<file path="src/rtl/io_input_port.sv">
// rtl/io_input_port.sv - synchronized, debounced switch-word input port with a ready flag polled by the CPU
// Optional feature macro: INPUT_OVERRUN_EN (sticky overrun flag reported on IData[1])
module io_input_port #(
    parameter int DATA_W          = 16,
    parameter int DEBOUNCE_CYCLES = 50000,
    parameter int CNT_W           = 16
) (
    input  logic              clock,
    input  logic              reset,
    input  logic [DATA_W-1:0] switches,
    input  logic              enter_key,
    input  logic [1:0]        control,
    output logic [31:0]       IData,
    output logic              InputReady
);

    typedef enum logic {
        IDLE,
        HELD
    } state_t;

    localparam logic [CNT_W-1:0] CNT_LAST = CNT_W'(DEBOUNCE_CYCLES - 1);

    logic [DATA_W-1:0] sw_meta;
    logic [DATA_W-1:0] sw_sync;
    logic              key_meta;
    logic              key_sync;
    logic              key_deb;
    logic [CNT_W-1:0]  count;

    state_t            state;
    state_t            state_next;
    logic              capture;

    logic [DATA_W-1:0] data_reg;
    logic              ready;
    logic              overrun;

    logic              key_differs;
    logic              key_accept;
    logic              press_evt;
    logic              release_evt;
    logic              read_ack;

    assign key_differs = (key_sync != key_deb);
    assign key_accept  = key_differs && (count == CNT_LAST);
    assign press_evt   = key_accept && !key_sync;
    assign release_evt = key_accept && key_sync;
    assign read_ack    = (control == 2'd3);

    // Synchronizers and debounce; the key resets to the released (high) level.
    always_ff @(negedge clock) begin
        if (reset) begin
            sw_meta  <= '0;
            sw_sync  <= '0;
            key_meta <= 1'b1;
            key_sync <= 1'b1;
            key_deb  <= 1'b1;
            count    <= '0;
        end else begin
            sw_meta  <= switches;
            sw_sync  <= sw_meta;
            key_meta <= enter_key;
            key_sync <= key_meta;
            if (!key_differs) begin
                count <= '0;
            end else if (count == CNT_LAST) begin
                key_deb <= key_sync;
                count   <= '0;
            end else begin
                count <= count + CNT_W'(1);
            end
        end
    end

    always_ff @(negedge clock) begin
        if (reset) begin
            state <= IDLE;
        end else begin
            state <= state_next;
        end
    end

    always_comb begin
        state_next = state;
        capture    = 1'b0;
        case (state)
            IDLE: begin
                if (press_evt) begin
                    state_next = HELD;
                    capture    = 1'b1;
                end
            end
            HELD: begin
                if (release_evt) begin
                    state_next = IDLE;
                end
            end
            default: state_next = IDLE;
        endcase
    end

    // A capture on the same edge as a read wins, so the fresh word is never lost.
    always_ff @(negedge clock) begin
        if (reset) begin
            data_reg <= '0;
            ready    <= 1'b0;
        end else if (capture) begin
            data_reg <= sw_sync;
            ready    <= 1'b1;
        end else if (read_ack) begin
            ready    <= 1'b0;
        end
    end

`ifdef INPUT_OVERRUN_EN
    always_ff @(negedge clock) begin
        if (reset) begin
            overrun <= 1'b0;
        end else if (capture && ready) begin
            overrun <= 1'b1;
        end else if (read_ack && !capture) begin
            overrun <= 1'b0;
        end
    end
`else
    assign overrun = 1'b0;
`endif

    always_comb begin
        IData = '0;
        if (read_ack) begin
            IData[DATA_W-1:0] = data_reg;
        end else begin
            IData[1:0] = {overrun, ready};
        end
    end

    assign InputReady = ready;

endmodule

</file>
<file path="config.mk">
export PLATFORM = sky130hd
export DESIGN_NAME = io_input_port
export DESIGN_NICKNAME = d
export VERILOG_FILES = /design/src/rtl/io_input_port.sv
export SDC_FILE = /design/constraint.sdc
export NUM_CORES = 1
export LEC_CHECK = 0
export ABC_AREA = 1
export CORE_MARGIN = 5
export CORE_UTILIZATION = 40
export CTS_CLUSTER_SIZE = 24
export DETAILED_ROUTE_END_ITERATION = 8
export GPL_ROUTABILITY_DRIVEN = 0
export PLACE_DENSITY_LB_ADDON = 0.3
export SETUP_SLACK_MARGIN = 0.2
export SYNTH_ARGS = -nofsm -noshare
export SYNTH_HDL_FRONTEND = slang
export SYNTH_SLANG_ARGS = --single-unit
</file>
<file path="constraint.sdc">
create_clock -name clock -period 1.6 [get_ports clock]
set_input_delay 0.24 -clock clock [delete_from_list [all_inputs] [get_ports clock]]
set_output_delay 0.24 -clock clock [all_outputs]
set_load 0.1 [all_outputs]
</file>
==> results of run 1 <==
-- cells in the final DEF (no fill, tap or decap), types with 2 or more instances in the layout --
cell,instances
inv_1,113
nor2_1,64
dfxtp_1,48
nand2_1,30
buf_4,27
nor2_4,25
nand2_2,21
inv_2,19
buf_12,19
dfxtp_2,17
clkdlybuf4s50_1,17
conb_1,16
nor2_2,14
nand2_4,14
nand3_1,10
clkbuf_8,9
a21oi_2,6
a21oi_1,6
buf_6,5
dfxtp_4,4
inv_8,4
xor2_1,3
inv_4,3
nand4_1,3
or2_4,3
nor3_1,3
clkbuf_16,3
xnor2_1,2
nand2_8,2
or2_2,2
dlygate4sd2_1,2
-- repair_timing --
item / 4_1_cts / 5_1_grt
endpoints found under the hold margin: 0 / 0
setup buffers: 1 / 6
resized for setup: 11 / 73
cloned: 0 / 4
setup endpoints to repair: 71 / 38
pin swaps: 2 / 22
-- kinds of logic after synthesis --
kind of cell / count (synthesis) / share of synthesized area
AOI/OAI and AO/OA: 14 / 0.02550
xor gates and xnor gates: 5 / 0.01594
adders and majority gates: 1 / 0.004553
buffers and inverters: 92 / 0.1557
DFF: 69 / 0.5027
other: 1 / 0.001365
and+or+nand+nor: 195 / 0.2942
-- worst register-to-register path: stages, from the launching register on --
cell and delay (ns):
dfxtp_4 0.35, ha_4 0.15, nand3_4 0.10, nor2_4 0.17
nand4_4 0.19, clkbuf_16 0.24, nand2_4 0.05, nand2_2 0.05
nor2_1 0.13
-- routing by layer --
metal / up-vias / share of wire
li1: 1366 / -
met1: 1212 / 0.40
met2: 80 / 0.53
met3: 7 / 0.052
met4: 0 / 0.011
met5: - / 0
-- path summary, 6_finish.rpt --
path | start | to | cells after the start
max reg2reg | count[0] | data_reg[3] | 8
max | InputReady | IData[0] | 4
min reg2reg | sw_meta[9] | sw_sync[9] | 2
min | sw_meta[9] | sw_sync[9] | 2
-- area by class of cell --
cell class | count | area (µm²) | share of cell area
Clock buffer | 9 | 123.9 | 0.02696
Multi-Input combinational cell | 231 | 1459 | 0.3175
Timing Repair Buffer | 74 | 909.6 | 0.1980
Tap cell | 80 | 100.1 | 0.02179
Inverter | 65 | 259.0 | 0.05637
Clock inverter | 76 | 325.3 | 0.07081
Sequential cell | 69 | 1418 | 0.3086
-- metrics by stage --
stage          std cells  area [µm²]  hold WS (ns)  setup WS [ns]
2_1_floorplan        392        3128        0.3936        -0.3214
3_3_place_gp         509        3737        0.3985        -0.3058
3_5_place_dp         509        3737        0.3966        -0.3111
4_1_cts              594        4228        0.4028        -0.6004
5_1_grt              604        4594        0.4174        -0.6327
6_report             604        4594        0.3893        -0.5922
-- power groups by stage --
stage          registers (mW)  logic, mW  clock network (mW)
2_1_floorplan            1.80      0.296               0.265
4_1_cts                  1.78      0.326                2.14
3_3_place_gp             1.81      0.323               0.265
3_5_place_dp             1.81      0.325               0.265
6_report                 1.78      0.328                2.10
5_1_grt                  1.78      0.346                2.38
==> flow_summary.toml, run 1 <==
[run_status]
status = "finished, violations left"
violations = "negative setup slack"

[synth]
ys_types = 27
yosysSeqAreaShare = 0.5027
avgSynthCellArea_um2 = 7.288
synth_most_common_cell = "nor2_1"
syn-cell-area_um2 = 2748
yosysTopAreaCell = "dfxtp_1"
yosysTopAreaCellShare = 0.5027
ys_top_cells_by_area = "dfxtp_1, nor2_1, nand2_1, inv_1, buf_4"
synth_top_cells_by_count = "nor2_1, dfxtp_1, nand2_1"
synth_cells = 377
yosys_warnings = 0
synth_flop_cell = "dfxtp_1"
synth_edf_count = 0
async_flop_share = 0
synth_seq_cells = 69

[timing]
skew_ns = 0.02830
setup_viol = 17
setup_tns_ns = -7.976
hold_viol_final = 0
drv_slew = 0
rsz0062_at_grt = "true"
fin_ws_ns = -0.5922

[power_and_ir_drop]
power_switching_mw = 1.520
seqPwrFrac = 0.423
comb_power_share = 0.078
leakage_nw = 2.184
p_total_mw = 4.206
switching_share = 0.3615
clockPowerShare = 0.499
p_int_mw = 2.686
peakVddDrop_mv = 0.7096
power_density_nw_per_um2 = 915.6

[placement]
hpwl_mm = 3.776
port_buffers = 37

[routing]
viasPerCell = 4.412
totalWireLength_mm = 6.926
via_count = 2665
drtIter0Drc = 131
final_antenna_net_count = 0
wire_per_inst_um = 11.47
firstDrtPassIters = 4
drcViolationCount = 0

[global_route]
grt_pass1_wl_mm = 9.956
grtUsageMet1 = 0.1528
track_usage = 0.1428
top_usage_layer = "met2"
met3_usage = 0.06742
grt_pass1_vias = 2571
antenna_found_initial = 0
grt_overflow = 0
grt_max_degree = 34
grt_util_met2 = 0.2238

[setup_path]
crit_path_start_kind = "register"
slowest_stage = "dfxtp_4"
cpPeakStageDelay_ns = 0.35
path_cells = "nand2_4 > buf_6 > o21ai_4 > buf_12"
arrival_ns = 1.95
cp-end-kind = "output pin"
reg2reg_setup_slack_ns = 0.09
worst-path-buf-inv = 2
setup.worst_path.class = "reg -> out"
cp.required_ns = 1.36
crit_fanout = 2
critical_path.top_delay_family = "flip-flops"

[floorplanning]
fp.dieH_um = 92.88
io_pins = 54
fp.coreArea_um2 = 6756
start_util = 0.4067
die_w_um = 92.88
dieArea_um2 = 8627
row_count = 30

[clock_network]
cts-root-buf = "clkbuf_8"
clkTransAtPathRegs_ns = 0.05
cts_sinks = 69
htreeDepth = 3
cts_tree = "done"
cts_buffer_depth = 2
cts_made_buffers = 9
cts_hold_buf = 0
clock_latency_ns = 0.40

[min_path]
hold_class = "reg -> reg"

[layout]
drive_gt1_frac = 0.3893
utilization = 0.6800
num-fill-cells = 508
finalNetCount = 541
area_growth_pct = 67.21
antenna_cells = 0

[flow_run]
maxCapViolations = 0
(Power assumes the default switching activity.)
==> run 2: changes to the inputs <==
clock period = 2 ns   (was 1.6 ns; I/O delays follow)
==> run 2 against run 1 <==
  * The flow still finishes with violations (negative setup slack)
  * Critical endpoint unchanged
  * Clock skew shrank 0.00095 ns
  * Wire length shrank 19%
  * Power shrank 23%
  * Clock power shrank 26%
==> flow_summary.toml, run 2 (synthesized netlist as in run 1, its figures left out) <==
[layout]
regArea_um2 = 1404
finalNetCount = 522
area_growth_pct = 47.63
num-fill-cells = 607
utilization = 0.6004
antenna_cells = 0
final_cell_count_no_fill = 585
most-common-layout-cells = "inv_1, nor2_1, nand2_1"
final_cell_area_um2 = 4056
final_common_cell = "inv_1"
multiInputGateArea_um2 = 1142
drive_gt1_frac = 0.2317

[flow_run]
maxCapViolations = 0

[global_route]
antenna_found_initial = 0
track_usage = 0.1435
grt_pass1_wl_mm = 9.929
grt_overflow = 0
grt_pass1_vias = 2528
grt_max_degree = 34

[clock_network]
cts_tree = "done"
cts_made_buffers = 9
cts_sinks = 69
htreeDepth = 3
clkTransAtPathRegs_ns = 0.04
clock_latency_ns = 0.40
cts_buffer_depth = 2
cts_hold_buf = 0
cts-root-buf = "clkbuf_8"

[floorplanning]
row_count = 30
die_w_um = 92.88
io_pins = 54
start_util = 0.4067
fp.coreArea_um2 = 6756
dieArea_um2 = 8627
fp.dieH_um = 92.88

[setup_path]
crit_path_start_kind = "register"
path_cells = "nand2_4 > buf_6 > o21ai_4 > buf_12"
cp-end-kind = "output pin"
arrival_ns = 2.13
cp.required_ns = 1.70
setup.worst_path.class = "reg -> out"
cpPeakStageDelay_ns = 0.35
crit_fanout = 2
slowest_stage = "dfxtp_4"

[placement]
hpwl_mm = 3.732
place_ws_ns = -0.3906
port_buffers = 37
dp_cells = 493
dpl_cell_area_um2 = 3546

[routing]
wire_per_inst_um = 9.603
final_antenna_net_count = 0
drcViolationCount = 0
via_count = 2430
drtIter0Drc = 51
top_layer = "met4"
dr_wl_met3_um = 333
viasPerCell = 4.154
firstDrtPassIters = 4
route.met2.wl_mm = 2.759
wl_met1_mm = 2.401
totalWireLength_mm = 5.618

[power_and_ir_drop]
seqPwrFrac = 0.440
peakVddDrop_mv = 0.5133
power_switching_mw = 1.112
power_density_nw_per_um2 = 798.8
p_int_mw = 2.129
p_total_mw = 3.240
clockPowerShare = 0.482
comb_power_share = 0.077
leakage_nw = 2.055
switching_share = 0.3431

[timing]
drv_slew = 0
rsz0062_at_grt = "true"
hold_viol_final = 0
fin_ws_ns = -0.4325
setup_tns_ns = -5.795
setup_viol = 17
skew_ns = 0.02735
hold_slack_ns = 0.3878

[min_path]
hold_class = "reg -> reg"

[run_status]
violations = "negative setup slack"
status = "finished, violations left"
run 2: per-layer routing:
metal / track usage / vias up
li1: - / 1320
met2: 0.2286 / 56
met4: 0.09890 / 0
met1: 0.1465 / 1042
met5: 0 / -
met3: 0.07149 / 12
run 2: layout make-up:
| cell class | count | area share |
|---|---|---|
| timing repair buffer | 55 | 0.1777 |
| inverter | 65 | 0.06138 |
| tap | 80 | 0.02468 |
| sequential | 69 | 0.3461 |
| clock inverter | 76 | 0.07804 |
| clock buffer | 9 | 0.03054 |
| multi-input combinational | 231 | 0.2816 |
run 2: path summary, 6_finish.rpt:
kind                 end   startpoint  slack, ns  cells past startpoint
max reg2reg  data_reg[8]     count[0]       0.36                      7
min          sw_sync[12]  sw_meta[12]       0.39                      2
max             IData[0]   InputReady      -0.43                      4
min reg2reg  sw_sync[12]  sw_meta[12]       0.39                      2
run 2: repair_timing:
action,4_1_cts,5_1_grt
endpoints found under the setup margin,86,18
resized for setup,5,2
pin swaps,11,2
setup buffers,5,3
run 2: power by group through the flow:
| stage | Sequential, mW | Combinational, mW | Clock, mW |
|---|---|---|---|
| 2_1_floorplan | 1.44 | 0.218 | 0.212 |
| 3_3_place_gp | 1.45 | 0.250 | 0.212 |
| 3_5_place_dp | 1.45 | 0.251 | 0.212 |
| 4_1_cts | 1.43 | 0.252 | 1.66 |
| 5_1_grt | 1.43 | 0.265 | 1.85 |
| 6_report | 1.43 | 0.250 | 1.56 |
run 2: worst max-delay path, delay by kind of cell (launching register included):
kind | cells | cell delay (ns)
compound gates | 1 | 0.05
buf+inv | 2 | 0.30
flops | 1 | 0.35
simple gates | 1 | 0.05
